$ cat config.mk
export PLATFORM = sky130hd
export DESIGN_NAME = frodo_pack
export DESIGN_NICKNAME = d
export VERILOG_FILES = /design/src/rtl/frodo_pack.sv
export SDC_FILE = /design/constraint.sdc
export NUM_CORES = 1
export LEC_CHECK = 0
export CAP_MARGIN = 20
export CELL_PAD_IN_SITES_DETAIL_PLACEMENT = 2
export CELL_PAD_IN_SITES_GLOBAL_PLACEMENT = 2
export CORE_MARGIN = 5
export CORE_UTILIZATION = 31
export DETAILED_ROUTE_END_ITERATION = 10
export DONT_BUFFER_PORTS = 1
export PLACE_DENSITY = 0.67
export SYNTH_ARGS = -nofsm -noshare
export SYNTH_HDL_FRONTEND = slang
export SYNTH_SLANG_ARGS = --single-unit
$ cat constraint.sdc
create_clock -name clk -period 3.9 [get_ports clk]
set_clock_uncertainty 0.2 [all_clocks]
set_input_delay 0.585 -clock clk [delete_from_list [all_inputs] [get_ports clk]]
set_output_delay 0.585 -clock clk [all_outputs]
set_load 0.01 [all_outputs]
$ cat src/rtl/frodo_pack.sv
// frodo_pack: packs four FrodoKEM coefficients per input word into the
// MSB-first Frodo.Pack bit string. The result is emitted as 64-bit words,
// with stream byte 0 in the lowest lane byte. D (15 or 16) is chosen at
// runtime by config_is16.
module frodo_pack (
    input  logic        clk,
    input  logic        rst,
    input  logic        config_is16,
    input  logic [63:0] in,
    input  logic        in_isReady,
    output logic        in_canReceive,
    input  logic        in_isLast,
    output logic [63:0] out,
    output logic        out_isReady,
    input  logic        out_canReceive,
    output logic        out_isLast
);

    typedef enum logic {
        RUN,
        FLUSH
    } packState_e;

    packState_e  state;
    packState_e  stateNext;

    // Stream bit s[k] lives at bitBuf[127-k]. Bits at or past cnt are always
    // zero, so a flushed partial word comes out already zero-padded.
    logic [127:0] bitBuf;
    logic [7:0]   cnt;

    logic [63:0]  packedWord;
    logic [7:0]   pushBits;
    logic         cntHigh;
    logic         push;
    logic         pop;

    assign cntHigh  = (cnt >= 8'd64);
    assign pushBits = config_is16 ? 8'd64 : 8'd60;
    assign push     = in_isReady & in_canReceive;
    assign pop      = out_isReady & out_canReceive;

    // Take the low D bits of each coefficient, MSB first, coefficient 0
    // first. D=15 leaves the word left-aligned with 4 zero tail bits.
    always_comb begin
        if (config_is16) begin
            packedWord = {in[15:0], in[31:16], in[47:32], in[63:48]};
        end else begin
            packedWord = {in[14:0], in[30:16], in[46:32], in[62:48], 4'b0000};
        end
    end

    // Present the head 64 stream bits with the first stream byte in the
    // lowest lane byte. Within each byte, the earliest stream bit is the MSB.
    always_comb begin
        out = '0;
        for (int j = 0; j < 8; j++) begin
            out[8*j +: 8] = bitBuf[127-8*j -: 8];
        end
    end

    // Handshake outputs depend only on state, fill level and out_canReceive.
    always_comb begin
        in_canReceive = 1'b0;
        out_isReady   = 1'b0;
        out_isLast    = 1'b0;
        case (state)
            RUN: begin
                in_canReceive = ~cntHigh | out_canReceive;
                out_isReady   = cntHigh;
            end
            FLUSH: begin
                out_isReady = (cnt != 8'd0);
                out_isLast  = (cnt <= 8'd64);
            end
            default: begin
                in_canReceive = 1'b0;
            end
        endcase
    end

    // Enter FLUSH on accepting the last input word. Return to RUN once the
    // pop that empties the buffer has happened.
    always_comb begin
        stateNext = state;
        case (state)
            RUN: begin
                if (push && in_isLast) begin
                    stateNext = FLUSH;
                end
            end
            FLUSH: begin
                if (pop && (cnt <= 8'd64)) begin
                    stateNext = RUN;
                end
            end
            default: begin
                stateNext = RUN;
            end
        endcase
    end

    // State register.
    always_ff @(posedge clk or negedge rst) begin
        if (!rst) begin
            state <= RUN;
        end else begin
            state <= stateNext;
        end
    end

    // Bit buffer and fill count. A pop shifts the head word out. A push ORs
    // the new bits in at the current tail, which sits after the pop when
    // both happen in the same cycle.
    always_ff @(posedge clk or negedge rst) begin
        if (!rst) begin
            bitBuf <= '0;
            cnt    <= 8'd0;
        end else if (pop && push) begin
            bitBuf <= (bitBuf << 64) | ({packedWord, 64'b0} >> (cnt - 8'd64));
            cnt    <= cnt - 8'd64 + pushBits;
        end else if (pop) begin
            bitBuf <= bitBuf << 64;
            cnt    <= (cnt <= 8'd64) ? 8'd0 : (cnt - 8'd64);
        end else if (push) begin
            bitBuf <= bitBuf | ({packedWord, 64'b0} >> cnt);
            cnt    <= cnt + pushBits;
        end
    end

endmodule

; Word level (Yosys, flattened, before mapping)
; Index checks and enable logic that the tools add are counted.
[totals]
register_bits = 137
latch_bits = 0
ramBits = 0
elab_cells = 37
romBits = 0
mem_count = 0
[classes]
eq_ne = 0
multipliers = 0
order_cmp = 2
reduce_logical = 5
div = 0
shift = 2
bitwise = 7
mux = 15
add_sub_neg = 3
[op_table]
columns = cell, n
row1 = 2-to-1 mux 128 bit, 3
row2 = bitwise OR 128 bit, 2
row3 = right shift 128 x 8 -> 128 bit, 2
row4 = 2-to-1 mux 64 bit, 1
row5 = 2-to-1 mux 8 bit, 4
row6 = adder 8 x 7 -> 8 bit, 2
row7 = "greater-or-equal comparator 8 x 7 -> 1 bit, second input constant", 1
row8 = "less-or-equal comparator 8 x 7 -> 1 bit, second input constant", 1
row9 = nonzero test 8 bit, 1
row10 = "subtractor 8 x 7 -> 8 bit, second input constant", 1
row11 = 2-to-1 mux 7 bit, 1
row12 = 2-to-1 mux 1 bit, 4
row13 = case mux 1 bit (2 select lines), 2
row14 = logical AND 1 bit, 3
row15 = nonzero test 3 bit, 1
row16 = bitwise AND 1 bit, 2
row17 = inverter 1 bit, 2
row18 = bitwise OR 1 bit, 1

; Longest topological paths before layout
; Gate-level depths: netlist of the first run.
[depth]
ltp_word = 8
depth_mapped = 13

; Least setup slack after synthesis of the first run
; No wires, ideal clock.
[synth_timing]
path_kind = input -> register
from = input port config_is16
to = register cnt[7]
t_arrival_ns = 3.102
required_time_ns = 3.564
cell_stages = 11
path_slack_ns = 0.462
setup_time_ns = 0.136
cell_sequence = inv_1 -> buf_1 -> buf_2 -> clkbuf_1 -> ha_1 -> a21o_1 -> a21oi_1 -> nor2_1 -> o311ai_0 -> xnor2_1 -> o21ai_0
[synth_between]
elab_chain_cells = 5
elab_cells_between_ends = 6
cone_classes = add/sub (2) / mux (4)
[synth_rtl]
columns = item, line
row1 = start: declaration, 8  ; input logic config_is16,
row2 = 2-to-1 mux 7 bit (*), 39  ; assign pushBits = config_is16 ? 8'd64 : 8'd60;
row3 = adder 8 x 7 -> 8 bit, 127  ; cnt <= cnt + pushBits;
row4 = 2-to-1 mux 8 bit, 125  ; end else if (push) begin
row5 = 2-to-1 mux 8 bit, 122  ; end else if (pop) begin
row6 = 2-to-1 mux 8 bit (*), 119  ; end else if (pop && push) begin
row7 = end signal: assignment, 121  ; cnt <= cnt - 8'd64 + pushBits;
row8 = end signal: assignment, 124  ; cnt <= (cnt <= 8'd64) ? 8'd0 : (cnt - 8'd64);
row9 = end signal: assignment, 127
row10 = end: declaration, 30  ; logic [7:0] cnt;
; Every way passes the cells marked *; elsewhere a longest branch is shown, timed or not. The select of a mux whose other input is x is not followed.
; A chain may end at the register's enable or synchronous reset.

; Worst setup path after layout of the first run
[layout_timing]
from = register cnt[2]
to = register bitBuf[2]
[layout_between]
elab_chain_cells = 7
elab_cells_between_ends = 18
cone_classes = add/sub (1) / order compare (1) / shift (2) / mux (5) / bitwise (6) / reduce/logical (3)
[layout_rtl]
columns = item, line
row1 = branches (longest 7 deep; another with subtractor 8 x 7 -> 8 bit), --
row2 = end signal: assignment, 120  ; bitBuf <= (bitBuf << 64) | ({packedWord, 64'b0} >> (cnt - 8'd64));
row3 = end signal: assignment, 123  ; bitBuf <= bitBuf << 64;
row4 = end signal: assignment, 126  ; bitBuf <= bitBuf | ({packedWord, 64'b0} >> cnt);
row5 = end: declaration, 29  ; logic [127:0] bitBuf;
; Parallel ways; which one is timed is not known. The select of a mux whose other input is x is not followed.

==> summary.txt, run 1 <==
Clocking
  – TritonCTS clock tree: done
  – Clk sink count: 135
  – Post-CTS Hold Fix Bufs: 2
  – Clock latency on the worst-skew pair: 0.46 ns
  – Clock Tree Buf Depth: 2
  – Root buffer cell: clkbuf_16
  – CTS H-tree depth: 4
  – Resized Gates After CTS: 0
  – CTS buffer count: 17
  – Clk pin slew, worst setup/hold paths: 0.07 ns
  – Setup Fix Bufs, Post-CTS: 0

Worst setup path
  – Critical Path Max Stage Delay: ~0.78 ns
  – WP data required: 4.07 ns
  – Most used cell, CP: o21ai_0
  – Critical path class: flip-flop to flip-flop
  – Worst EP arrival: around 3.8 ns
  – CP Launch Type: flip-flop
  – Worst Path Buf+Inv: 2
  – Largest delay share family, worst path: compound AO/OA/AOI/OAI gates
  – Worst-path maximum fanout: 32
  – Crit path cell chain: nor2b_1 > a2bb2oi_1 > buf_4 > mux2_2 > o21ai_0 > o21ai_0 > buf_4 > o21ai_0
  – Slowest stage cell, crit path: dfrtp_4
  – CP endpoint kind: flip-flop

Global routing
  – Largest net degree at the start of global routing: 136
  – Remaining Overflow, GRT: 0
  – Vias in the first global route: 14700
  – First-pass GRT wire length: 111000 um
  – Gr usage total: 0.301
  – Initial antenna violation count: 1

Synthesis
  – Post-synthesis adder-cell area fraction: 0.0113
  – Main flop type after synthesis: dfrtp_1
  – Syn_area_per_cell: between 8 and 9 sq um
  – Largest family of logic cells by synthesized area: multiplexers
  – Post-synth EDFFs: 0
  – Post-synthesis register bit count: about 140
  – Count of cell types in the netlist: a little under 80
  – Post-Syn Area: 0.0140 sq mm
  – Synthesized net count: 1675
  – Post-Synth XOR/XNOR Area: 0.00376
  – Sequential share of the synthesized area: 0.242
  – Ys Warns: 0
  – Post-Synthesis Cells: 1593
  – Post-synthesis mux area share: 0.265
  – Compound-cell area share of the yosys netlist: 0.246
  – Simple-gate share of the synthesized area: 0.150
  – Post-synthesis async set-or-reset flop share: 1.00

Pwr
  – Power per cell area: 938 mW/mm^2
  – Leak pwr: 5.83 nW
  – Maximum vdd drop: 0.484 mV

STA
  – Worst-Margin Slew: 1.20 ns
  – Fmax: 274 MHz
  – Unrepaired setup endpoints after global routing: false
  – Hold Slack: 0.0391 ns
  – Final worst slack: 0.256 ns
  – Setup TNS: 0 ns
  – Final period demand of the worst path: 3.64 ns
  – Max-slew headroom: 0.202
  – Final setup vio count: 0
  – Max Slew Vio Count: 0
  – Tcrit/Tclk final: 0.934
  – Final Hold Viols: 0

Floorplanning
  – Full die area: between 0.04 and 0.05 sq mm
  – Die Span Y: 222 um
  – Core region area: about 0.044 sq mm
  – Initial Utilization: 0.314
  – Row cnt: between 70 and 80
  – # IOs: 137
  – Die Wd: 222 um

Hold path
  – Hold Path Class: input pin to flip-flop

Final layout
  – Area growth from synthesis to layout: 8.75%
  – Layout cell share with drive strength beyond 1: 0.200
  – Commonest non-fill, non-tap cell in the layout: nor2_1
  – Number of fill cells: between 4000 and 5000
  – Fin nets: 1611
  – Most frequent cells in the layout: nor2_1 (183), nand2_1 (134), dfrtp_1 (131)
  – Final core occ: 0.342

Placement
  – Gp weighted congestion: about 1.0
  – DPL Wire Length: 58100 um
  – I/O Buffers: 0
  – Worst slack, placed: 0.321 ns

Routing
  – Detail Route Antenna Nets: 0
  – Post-route DRC: 0
  – Vias: 14400
  – Routed WL: 77300 um
  – Vias per cell: 6.75
  – Pre-antenna DRT Iters: 7
  – DR iter-0 viols: 1494
  – Avg WL per Cell: 36.2 um

Outcome
  – Status: completed

Run
  – Max-cap violation count: 0
==> synth_stat cells, types with 13 or more instances <==
cell type	number	area share
a221oi_1	13	0.0082
a22oi_1	40	0.022
nand2b_1	17	0.0076
o221ai_1	17	0.011
a31oi_1	14	0.0063
clkbuf_1	75	0.020
a21oi_1	88	0.032
nor3_1	49	0.018
mux4_2	84	0.14
o22ai_1	34	0.015
mux2i_1	104	0.075
mux2_2	55	0.044
buf_2	25	0.0090
a211oi_1	38	0.020
dfrtp_1	135	0.24
o21ai_0	124	0.044
nor2_1	184	0.049
nand2_1	134	0.036
buf_1	19	0.0051
buf_4	75	0.040
nand3_1	32	0.011
o211ai_1	16	0.0086
==> report_power, final <==
| part | internal (mW) | leakage [nW] | total, mW | switching, mW |
|---|---|---|---|---|
| Sequential | 2.01 | 1.73 | 2.87 | 0.862 |
| Clock | 1.03 | 0.294 | 1.78 | 0.752 |
| Combinational | 3.40 | 3.81 | 9.59 | 6.19 |
| Total | 6.44 | 5.83 | 14.2 | 7.81 |
==> layer usage <==
layer  vias to the layer above  part of all wire  track usage  routed length (um)
li1                       5971                 -            -                   -
met1                      7518              0.42        0.405               32300
met2                       784              0.44        0.462               34000
met3                       142             0.096       0.0793                7400
met4                         0             0.046        0.119                3570
met5                         -                 0            0                   0
==> through the flow <==
step / cells / total power, mW / cell area [sq um]
floorplan: 1593 / 8.78 / 14000
global placement: 2098 / 11.9 / 14500
detailed placement: 2100 / 12.2 / 14500
CTS: 2134 / 14.0 / 15200
global route: 2134 / 14.8 / 15200
finish: 2135 / 14.2 / 15200
==> sequential cells by signal, indices dropped and copies added (netlist names) <==
register,cells
cnt,6
state,1
bitBuf,128
==> logic make-up (layout without fill, tap and decap cells) <==
group,Yosys count,count (layout)
xor+xnor,6,6
simple gates,472,472
other cells,0,1
buf+inv,211,160
mux,249,249
flops,135,135
fa+ha+maj,12,12
compound gates,508,508
==> area by class of cell <==
class	count	area, sq um	share of cell area
multi-input combinational	1247	9470	0.623
timing repair buffer	115	925	0.0609
antenna	1	2.50	0.000165
clock buffer	18	439	0.0289
tap	592	741	0.0488
inverter	13	48.8	0.00321
sequential	135	3390	0.223
clock inverter	14	171	0.0113
==> final timing paths <==
check	startpoint	to	slack, ns	depth (start not counted)
min in group asynchronous	rst	bitBuf[63]	0.61	2
worst max-delay path	cnt[2]	bitBuf[2]	0.26	8
worst min register to register	bitBuf[33]	bitBuf[33]	0.27	2
max in group asynchronous	rst	bitBuf[7]	2.26	2
worst min-delay path	in_isLast	state	0.04	2
worst max register to register	cnt[2]	bitBuf[2]	0.26	8
No activity file was read; power rests on OpenSTA's default activity.
==> run 2, diff against run 1 <==
CTS_CLUSTER_SIZE = 10   (was not set)
GPL_ROUTABILITY_DRIVEN = 0   (was not set)
RECOVER_POWER = 50   (was not set)
==> run 2 against run 1 <==
Compared with the run above:
- the flow now finishes with violations (max-capacitance violations, max-slew violations)
- largest power group unchanged
- non-clock buffer count is 19 lower
- first-iteration DRC count is 3.3% lower
- hold slack hardly changed
- combinational power is 2.6% lower
- critical endpoint is now bitBuf[13]
- total power is 1.2% lower
- clock-buffer cell count stayed put
- largest cell class unchanged
- sequential share of layout area is 0.18 points higher
- flip-flop and latch count stayed put
==> summary.txt, run 2 (synthesis gave the netlist of run 1 again) <==
Global routing
  – Vias in the first global route: 14900 (+0.98%)
  – Initial antenna violation count: 2 (+1)
  – Largest net degree at the start of global routing: 136 (unchanged)
  – Remaining Overflow, GRT: 0 (unchanged)
  – Gr usage total: 0.291 (-0.00935)
  – First-pass GRT wire length: 109000 um (-1.9%)

Final layout
  – Regs by FF count: bitBuf (128), cnt (6), state (1)
  – N_diodes: 0 (-1)
  – Fin nets: 1592 (-1.2%)
  – Fin area: 0.0151 sq mm (-0.82%)
  – Area growth from synthesis to layout: 7.87%
  – Non-Filler Instances: 2115 (-0.94%)
  – Most frequent cells in the layout: nor2_1 (183), nand2_1 (134), dfrtp_1 (131)
  – Layout cell share with drive strength beyond 1: 0.190 (-0.0106)
  – Biggest register: bitBuf
  – Commonest non-fill, non-tap cell in the layout: nor2_1
  – Number of flip-flops in the largest register: 128 (unchanged)

STA
  – Unrepaired setup endpoints after global routing: false
  – Max-slew headroom: -0.395 (-0.598)
  – Final Hold Viols: 0 (unchanged)
  – Final period demand of the worst path: 3.43 ns (-0.210 ns)
  – Final worst slack: 0.466 ns (+0.210 ns)
  – Setup TNS: 0 ns (unchanged)
  – Worst-Margin Slew: 2.09 ns (+0.896 ns)
  – Tcrit/Tclk final: 0.881 (-0.0539)
  – Final setup vio count: 0 (unchanged)
  – Max Slew Vio Count: 136 (+136)
  – Fmax: 291 MHz (+6.1%)

Pwr
  – Leak pwr: 5.74 nW (-1.6%)
  – Sequential cell fraction of total power: 0.207 (+0.005)
  – Net Sw Frac: 0.545 (-0.00317)
  – Cell-internal power: 6.40 mW (-0.53%)
  – Maximum vdd drop: 0.509 mV (+5.1%)
  – Logic pwr share: 0.664 (-0.009)
  – Power per cell area: 934 mW/mm^2 (-0.41%)
  – Switch Pwr: 7.67 mW (-1.8%)
  – Clock share of power: 0.129 (+0.004)

Placement
  – Worst slack, placed: 0.517 ns (+0.196 ns)
  – I/O Buffers: 0 (unchanged)
  – DPL Wire Length: 56100 um (-3.4%)
  – Cell count after placement: 2081 (-0.90%)
  – Area after DPL: 0.0144 sq mm (-0.82%)

Hold path
  – Hold Path Class: input pin to flip-flop
  – Hold path cells: 2 (unchanged)
  – Hold Path Origin: in_isLast
  – Hold EP: state

Floorplanning
  – Initial Utilization: 0.314 (unchanged)
  – Die Span Y: 222 um (unchanged)
  – Core region area: 0.0444 sq mm (unchanged)
  – Die Wd: 222 um (unchanged)
  – # IOs: 137 (unchanged)
  – Full die area: 0.0494 sq mm (unchanged)
  – Row cnt: 77 (unchanged)

Worst setup path
  – WP data required: 4.04 ns (-0.03 ns)
  – Worst-path maximum fanout: 39 (+22%)
  – Worst reg2reg path depth: 6 (-2)
  – RR Endpoint: bitBuf[13]
  – R2R setup slack: 0.47 ns (+0.21 ns)
  – CP Launch Type: flip-flop
  – RR Startpoint: cnt[2]
  – Critical path class: flip-flop to flip-flop
  – Worst EP arrival: 3.58 ns (-0.24 ns)
  – CP endpoint kind: flip-flop

Routing
  – Avg WL per Cell: 35.0 um (-3.4%)
  – Metal3 WL: 7510 um (+1.5%)
  – Vias per cell: 6.81 (+0.92%)
  – WL met2: 33000 um (-2.7%)
  – Routed WL: 74000 um (-4.3%)
  – DR iter-0 viols: 1445 (-3.3%)
  – Vias: 14400 (-0.021%)
  – Detail Route Antenna Nets: 0 (unchanged)
  – Max layer used: met4
  – Pre-antenna DRT Iters: 5 (-2)
  – Post-route DRC: 0 (unchanged)
  – Met1 WL: 29800 um (-7.8%)

Clocking
  – Clock latency on the worst-skew pair: 0.46 ns (about the same)
  – Root buffer cell: clkbuf_16
  – TritonCTS clock tree: done
  – CTS H-tree depth: 4 (unchanged)
  – Clk sink count: 135 (unchanged)
  – Clock Tree Buf Depth: 2 (unchanged)
  – Clk pin slew, worst setup/hold paths: 0.07 ns (about the same)
  – CTS buffer count: 17 (unchanged)

Outcome
  – Failing checks: max-capacitance violations, max-slew violations
  – Status: finished with violations

Run
  – Max-cap violation count: 1 (+1)
==> run 2: cell types whose count changed in the layout (fill, tap and decap cells not counted), moves of 2 or more <==
cell / change
clkinv_2: -2
buf_12: +2
inv_6: -2
buf_4: -19
clkinv_4: +2
==> run 2: worst max path at each step <==
stage | from | end | cells past startpoint
2_1_floorplan | config_is16 | cnt[7] | 11
3_3_place_gp | cnt[3] | bitBuf[76] | 8
3_5_place_dp | cnt[2] | bitBuf[2] | 9
4_1_cts | cnt[2] | bitBuf[2] | 9
5_1_grt | cnt[3] | bitBuf[76] | 8
6_report | cnt[2] | bitBuf[13] | 6
==> run 2: cell type report <==
cell class / count / area, sq um
multi-input cells: 1247 / 9470
repair buffers: 96 / 786
well taps: 592 / 741
inverters: 13 / 48.8
clock inverters: 14 / 199
flip-flops and latches: 135 / 3390
fillers: 4948 / 29400
clock buffers: 18 / 429
==> run 2: critical path: stages (launching register included) <==
cell	delay [ns]
dfrtp_4	0.84
mux4_1	0.75
mux2i_1	0.61
nor2_1	0.08
a211oi_1	0.42
nor3_1	0.12
a221o_1	0.27
==> run 2: what timing repair did <==
item                      4_1_cts  5_1_grt
gates resized for setup         0        0
setup buffers                   0        0
hold endpoints to repair      135      135
==> run 2: layer usage <==
metal / global-route usage / vias up
met1: 0.385 / 7476
met4: 0.123 / 0
met5: 0 / -
li1: - / 5920
met3: 0.0795 / 172
met2: 0.451 / 844
==> run 2: per-stage QoR <==
stage | hold WS, ns | power, mW | util
after CTS | -0.391 | 13.8 | 0.339
after global routing | 0.0408 | 14.7 | 0.339
final | 0.0390 | 14.1 | 0.339
after floorplan | 0.0894 | 8.78 | -
after global placement | 0.102 | 11.7 | 0.325
after detailed placement | 0.101 | 12.0 | 0.325
==> run 2: power groups by stage <==
stage	Sequential (mW)	Clock, mW	Combinational [mW]
6_report	2.91	1.81	9.34
5_1_grt	3.00	1.88	9.78
4_1_cts	2.94	1.83	9.06
3_5_place_dp	2.96	0	9.01
3_3_place_gp	2.94	0	8.73
2_1_floorplan	2.28	0	6.49
